**src/rtl/uart_pkg.sv**
```systemverilog
// uart_pkg: bit timing and state types shared by the UART receiver and transmitter
package uart_pkg;
    localparam int unsigned BAUD_CNT = 2604;
    localparam int unsigned HALF_CNT = 1302;
    typedef enum logic {IDLE, RECEIVE} rx_state_t;
endpackage

```
**src/rtl/uart_rx_if.sv**
```systemverilog
// uart_rx_if: byte delivery handshake between the receiver and its consumer
interface uart_rx_if;
    logic [7:0] rx_data;
    logic       rdy;
    logic       frm_err;
    logic       clr_rdy;
    modport master (output rx_data, rdy, frm_err, input clr_rdy);
    modport slave (input rx_data, rdy, frm_err, output clr_rdy);
endinterface

```
**src/rtl/uart_sync2.sv**
```systemverilog
// uart_sync2: two-flop synchronizer, preset high so an idle-high line shows no edge at reset release
module uart_sync2 (
    input  logic clk,
    input  logic rst_n,
    input  logic d_i,
    output logic q_o
);
    logic [1:0] sync_q;
    always_ff @(posedge clk or negedge rst_n)
        if (!rst_n) sync_q <= 2'b11;
        else        sync_q <= {sync_q[0], d_i};
    assign q_o = sync_q[1];
endmodule

```
**src/rtl/uart_rx.sv**
```systemverilog
// uart_rx: 8N1 serial receiver with false-start rejection, stop-bit check and an SR ready flag
module uart_rx
    import uart_pkg::*;
#(
    parameter int unsigned BAUD = BAUD_CNT,
    parameter int unsigned HALF = HALF_CNT
) (
    input  logic clk,
    input  logic rst_n,
    input  logic RX,
    uart_rx_if.master rx_if
);
    localparam logic [11:0] RELOAD = 12'(BAUD - 1);
    localparam logic [11:0] HALF_LD = 12'(HALF);
    rx_state_t   state_q, state_d;
    logic        rx_s, rx_prev_q;
    logic [11:0] baud_cnt_q, baud_cnt_d;
    logic [3:0]  bit_cnt_q, bit_cnt_d;
    logic [8:0]  shift_q, shift_d;
    logic [7:0]  data_q, data_d;
    logic        rdy_q, rdy_d, ferr_q, ferr_d;
    logic        start, sample, abort, done;
    uart_sync2 u_sync (.clk(clk), .rst_n(rst_n), .d_i(RX), .q_o(rx_s));
    // A start needs a falling edge, so a held-low line cannot re-trigger
    assign start  = (state_q == IDLE) & rx_prev_q & ~rx_s;
    assign sample = (state_q == RECEIVE) & (baud_cnt_q == 12'd0);
    assign abort  = sample & (bit_cnt_q == 4'd0) & rx_s;
    assign done   = (state_q == RECEIVE) & (bit_cnt_q == 4'd10);
    always_ff @(posedge clk or negedge rst_n)
        if (!rst_n) state_q <= IDLE;
        else        state_q <= state_d;
    always_comb begin
        state_d = state_q;
        state_d = start ? RECEIVE : (abort | done) ? IDLE : state_q;
    end
    always_comb begin
        baud_cnt_d = start ? HALF_LD : sample ? RELOAD :
                     (state_q == RECEIVE) ? baud_cnt_q - 12'd1 : baud_cnt_q;
        bit_cnt_d  = start ? 4'd0 : sample ? bit_cnt_q + 4'd1 : bit_cnt_q;
        shift_d    = sample ? {rx_s, shift_q[8:1]} : shift_q;
        data_d     = done ? shift_q[7:0] : data_q;
        ferr_d     = done ? ~shift_q[8] : ferr_q;
        rdy_d      = done | (rdy_q & ~rx_if.clr_rdy & ~start);
    end
    always_ff @(posedge clk or negedge rst_n)
        if (!rst_n) begin
            rx_prev_q  <= 1'b1;
            baud_cnt_q <= '0;
            bit_cnt_q  <= '0;
            shift_q    <= '0;
            data_q     <= '0;
            ferr_q     <= 1'b0;
            rdy_q      <= 1'b0;
        end else begin
            rx_prev_q  <= rx_s;
            baud_cnt_q <= baud_cnt_d;
            bit_cnt_q  <= bit_cnt_d;
            shift_q    <= shift_d;
            data_q     <= data_d;
            ferr_q     <= ferr_d;
            rdy_q      <= rdy_d;
        end
    assign rx_if.rx_data = data_q;
    assign rx_if.rdy     = rdy_q;
    assign rx_if.frm_err = ferr_q;
endmodule

```
**src/flat_wrapper.sv**
```systemverilog
// flat-port wrapper written by rule: the top's interface ports become plain ports
module uart_rx_flat import uart_pkg::*;
#(
    parameter int unsigned BAUD = BAUD_CNT,
    parameter int unsigned HALF = HALF_CNT
)
  (clk, rst_n, RX, rx_if_rx_data, rx_if_rdy, rx_if_frm_err, rx_if_clr_rdy);
  uart_rx_if rx_if_i ();
  input  logic clk;
  input  logic rst_n;
  input  logic RX;
  output wire logic [$bits(rx_if_i.rx_data)-1:0] rx_if_rx_data;
  output wire logic [$bits(rx_if_i.rdy)-1:0] rx_if_rdy;
  output wire logic [$bits(rx_if_i.frm_err)-1:0] rx_if_frm_err;
  input wire logic [$bits(rx_if_i.clr_rdy)-1:0] rx_if_clr_rdy;
  assign rx_if_rx_data = rx_if_i.rx_data;
  assign rx_if_rdy = rx_if_i.rdy;
  assign rx_if_frm_err = rx_if_i.frm_err;
  assign rx_if_i.clr_rdy = rx_if_clr_rdy;
  uart_rx #(.BAUD(BAUD), .HALF(HALF)) u_core (.clk(clk), .rst_n(rst_n), .RX(RX), .rx_if(rx_if_i));
endmodule
```
**config.mk**
```make
export PLATFORM = sky130hd
export DESIGN_NAME = uart_rx_flat
export DESIGN_NICKNAME = d
export VERILOG_FILES = /design/src/rtl/uart_pkg.sv /design/src/rtl/uart_rx_if.sv /design/src/rtl/uart_sync2.sv /design/src/rtl/uart_rx.sv /design/src/flat_wrapper.sv
export SDC_FILE = /design/constraint.sdc
export NUM_CORES = 1
export LEC_CHECK = 0
export BUFFER_PORTS_ARGS = -buffer_cell sky130_fd_sc_hd__buf_2
export CELL_PAD_IN_SITES_DETAIL_PLACEMENT = 1
export CELL_PAD_IN_SITES_GLOBAL_PLACEMENT = 1
export CORE_MARGIN = 10
export CORE_UTILIZATION = 43
export CTS_CLUSTER_DIAMETER = 50
export DETAILED_ROUTE_END_ITERATION = 16
export GPL_ROUTABILITY_DRIVEN = 1
export HOLD_SLACK_MARGIN = 0.1
export PLACE_DENSITY = 0.79
export SYNTH_ARGS = -nofsm -noshare
export SYNTH_HDL_FRONTEND = slang
export SYNTH_HIERARCHICAL = 1
export SYNTH_SLANG_ARGS = --single-unit
```
**constraint.sdc**
```tcl
create_clock -name clk -period 1.6 [get_ports clk]
set_input_delay 0.32 -clock clk [delete_from_list [all_inputs] [get_ports clk]]
set_output_delay 0.32 -clock clk [all_outputs]
set_load 0.01 [all_outputs]
```
==> run_results.csv <==
group,metric,value,unit
status,status,"complete, but fails checks",
status,failed_checks,"negative setup slack",
cells_and_area,stdcell_area,0.00228,mm2
sta,slew_violations,0,
route,drtIter0Drc,80,
floorplan,fp.coreArea,0.00400,mm2
power,p_leak,1.10,nW
min_path,whs_path_depth,1,
place,dpl.cell_count,220,
global_routing,grt_usage,0.127,
cells_and_area,drive_gt1_frac,0.438,
synthesis,syn_area,0.00178,mm2
sta,grt_setup_unrepaired,"yes",
sta,fmax,575,MHz
global_routing,antenna_found_initial,0,
clock_tree,cts_tree,"done",
worst_setup_path,cp_num_buf_inv,1,
worst_setup_path,cp.required,1820,ps
cells_and_area,area_growth,28.6,%
worst_setup_path,worstSetupEndpointType,"flip-flop",
global_routing,gr-total-overflow,0,
power,p_comb_frac,0.303,
power,intPower,2.26,mW
clock_tree,numClockSinks,39,
place,dp_hpwl,3080,um
power,pwr-share-seq,0.401,
place,gp_congestion,0.834,
clock_tree,cts.clk_slew.worst_paths,70,ps
route,vias,1298,
clock_tree,worstSkewPairLatency,290,ps
route,postRouteAntennaNets,0,
clock_tree,clock_path_buffers,2,
cells_and_area,nets,193,
sta,period_minus_slack,1740,ps
min_path,hold_class,"in2reg",
route,detail_route.wl_per_cell,18.8,um
synthesis,synth_cell_types,36,
cells_and_area,num_antenna_cells,0,
floorplan,die_area,0.00710,mm2
synthesis,ys.flop_type,"dfrtp_1",
worst_setup_path,path_cells,"inv_2 -> ha_1 -> nor4b_4 -> nand4_4 -> or3_4 -> a21oi_2",
clock_tree,htree_levels,2,
synthesis,ys_async_sr_fraction,1.00,
synthesis,ys_ff_latch,39,
synthesis,syn_area_per_cell,12.2,um2
power,switching_share,0.306,
worst_setup_path,worstReg2RegStart,"u_core/baud_cnt_q[1]",
worst_setup_path,path_class,"reg2reg",
cells_and_area,fin_cells,235,
power,powerDensity,1420,mW/mm2
route,drc,0,
sta,period_share,1.09,
global_routing,grt_first_pass_wirelength,7380,um
power,ir_drop,0.000662,V
floorplan,die_x,84.3,um
worst_setup_path,regToRegSetupSlack,-140,ps
power,p_switching,0.996,mW
synthesis,synth-edff-count,0,
sta,hold_viol,0,
worst_setup_path,timing.rr.end,"u_core/bit_cnt_q[2]",
min_path,holdPathEnd,"u_core/u_sync/sync_q[0]",
job,drv_cap,0,
synthesis,synthesis.nets,155,
power,clkPwrFrac,0.296,
clock_tree,numCtsBuffers,5,
floorplan,rows,23,
sta,worst_pin_slew,487,ps
worst_setup_path,crit_fanout,4,
clock_tree,root_buffer,"clkbuf_8",
sta,layout_setup_ws,-138,ps
worst_setup_path,worst-r2r-cell-count,6,
global_routing,grt_max_degree,23,
floorplan,io_pins,14,
global_routing,grt_pass1_vias,1473,
synthesis,yosysWarnings,6,
worst_setup_path,crit_arrival,1960,ps
floorplan,die_y,84.3,um
worst_setup_path,max_stage_delay,390,ps
route,vias_per_cell,5.52,
worst_setup_path,startpoint_type,"flip-flop",
place,io_buffers,13,
synthesis,syn_inst,146,
worst_setup_path,critPathTopFamily,"simple AND/OR/NAND/NOR gates",
min_path,min_from,"RX",
sta,skew,3.37,ps
sta,setup_viol,20,
worst_setup_path,crit_slowest_cell,"dfrtp_1",
route,first_pass_iters,4,
route,postRouteWirelength,4410,um
place,place_area,0.00203,mm2
floorplan,initial_utilization,0.444,
sta,max_slew_margin,0.676,
synthesis,ys_seq_area_frac,0.552,
[cells by family after synthesis]
group,Yosys count,synth area share
multiplexers,18,0.113
AND/OR/NAND/NOR,45,0.164
flip-flops,39,0.552
XOR/XNOR,7,0.0345
AO/OA/AOI/OAI,22,0.0789
adder cells (fa/ha/maj),5,0.0352
buffers and inverters,10,0.0226
[layout make-up]
class / instances / area (um2)
Multi-Input combinational cell: 97 / 805
Timing Repair Buffer: 36 / 285
Clock inverter: 2 / 60.1
Inverter: 5 / 18.8
Clock buffer: 6 / 72.6
Sequential cell: 39 / 980
Fill cell: 412 / 1720
Tap cell: 50 / 62.6
[power by group through the flow]
stage / sequential (mW) / combinational, mW / clock, mW
final: 1.31 / 0.985 / 0.963
after global routing: 1.33 / 1.08 / 1.04
after CTS: 1.30 / 0.822 / 0.979
after detailed placement: 1.31 / 0.783 / 0
after global placement: 1.30 / 0.734 / 0
after floorplan: 1.30 / 0.455 / 0
[synth_stat cells (2+ instances only)]
cell / instances / area share
or3_1: 2 / 0.0070
nor2b_1: 2 / 0.0070
nor3_1: 6 / 0.017
nand4b_1: 2 / 0.0099
inv_1: 5 / 0.011
ha_1: 5 / 0.035
dfrtp_1: 36 / 0.51
nand2_1: 9 / 0.019
nand3_1: 4 / 0.011
dfstp_2: 3 / 0.044
nor2_1: 8 / 0.017
xnor2_1: 4 / 0.020
buf_2: 2 / 0.0056
a21oi_1: 3 / 0.0085
o21ai_0: 10 / 0.028
xor2_1: 3 / 0.015
a221o_1: 3 / 0.017
nand2b_1: 2 / 0.0070
mux2_2: 17 / 0.11
clkbuf_1: 3 / 0.0063
a211oi_1: 2 / 0.0085
[worst register-to-register path, stage by stage, from the launching register on]
cell and delay [ps]:
dfrtp_1 390, inv_2 70, ha_1 140, nor4b_4 320
nand4_4 200, or3_4 380, a21oi_2 160
[worst max path at each step]
stage | start | end | slack (ps) | cells after the start
after floorplan | u_core/baud_cnt_q[0] | u_core/shift_q[5] | -10 | 6
after CTS | u_core/baud_cnt_q[0] | u_core/bit_cnt_q[2] | -90 | 6
final | u_core/baud_cnt_q[1] | u_core/bit_cnt_q[2] | -140 | 6
after global placement | u_core/baud_cnt_q[0] | u_core/baud_cnt_q[3] | -1 | 7
after detailed placement | u_core/baud_cnt_q[1] | u_core/bit_cnt_q[2] | -90 | 6
after global routing | u_core/baud_cnt_q[0] | u_core/bit_cnt_q[2] | -220 | 6
[per-layer routing]
metal	wire length, um	vias to the layer above	track usage
met4	87	0	0.0411
li1	-	595	-
met5	0	-	0
met3	111	9	0.0367
met2	2450	17	0.234
met1	1770	677	0.134
[what timing repair did]
action | 4_1_cts | 5_1_grt
hold endpoints to repair | 14 | 0
setup buffers | 1 | 5
gates resized for setup | 9 | 10
pin swaps | 0 | 2
hold buffers | 1 | 0
setup endpoints to repair | 19 | 23
[state kept, by name, indices dropped and copies added (netlist names)]
register	flops
u_core/state_q	1
u_core/rx_prev_q	1
u_core/rx_if.rdy	1
u_core/baud_cnt_q	12
u_core/shift_q	9
u_core/rx_if.rx_data	8
u_core/u_sync/sync_q	2
u_core/rx_if.frm_err	1
u_core/bit_cnt_q	4
[cell usage in the layout, fill, tap and decap left out, drive strengths merged, types with 3 or more instances in the layout]
cell and n:
nand3 4, nor3 7, a21oi 3, buf 35, nand2 9, mux2 17
clkbuf 6, dfstp 3, xor2 3, xnor2 4, nor2 8, dfrtp 36
ha 5, a221o 3, inv 5, o21ai 10
[through the flow]
stage / setup WS [ps] / power [mW] / setup TNS (ps) / hold slack [ps] / utilization
after floorplan: -9.91 / 1.76 / -29.7 / 24.4 / -
after global placement: -1.16 / 2.03 / -1.16 / 304 / 0.507
after detailed placement: -87.1 / 2.09 / -975 / 309 / 0.507
after CTS: -91.2 / 3.10 / -785 / 118 / 0.552
after global routing: -223 / 3.45 / -3230 / 101 / 0.571
final: -138 / 3.25 / -1250 / 123 / 0.571
No activity file was read; power rests on OpenSTA's default activity.
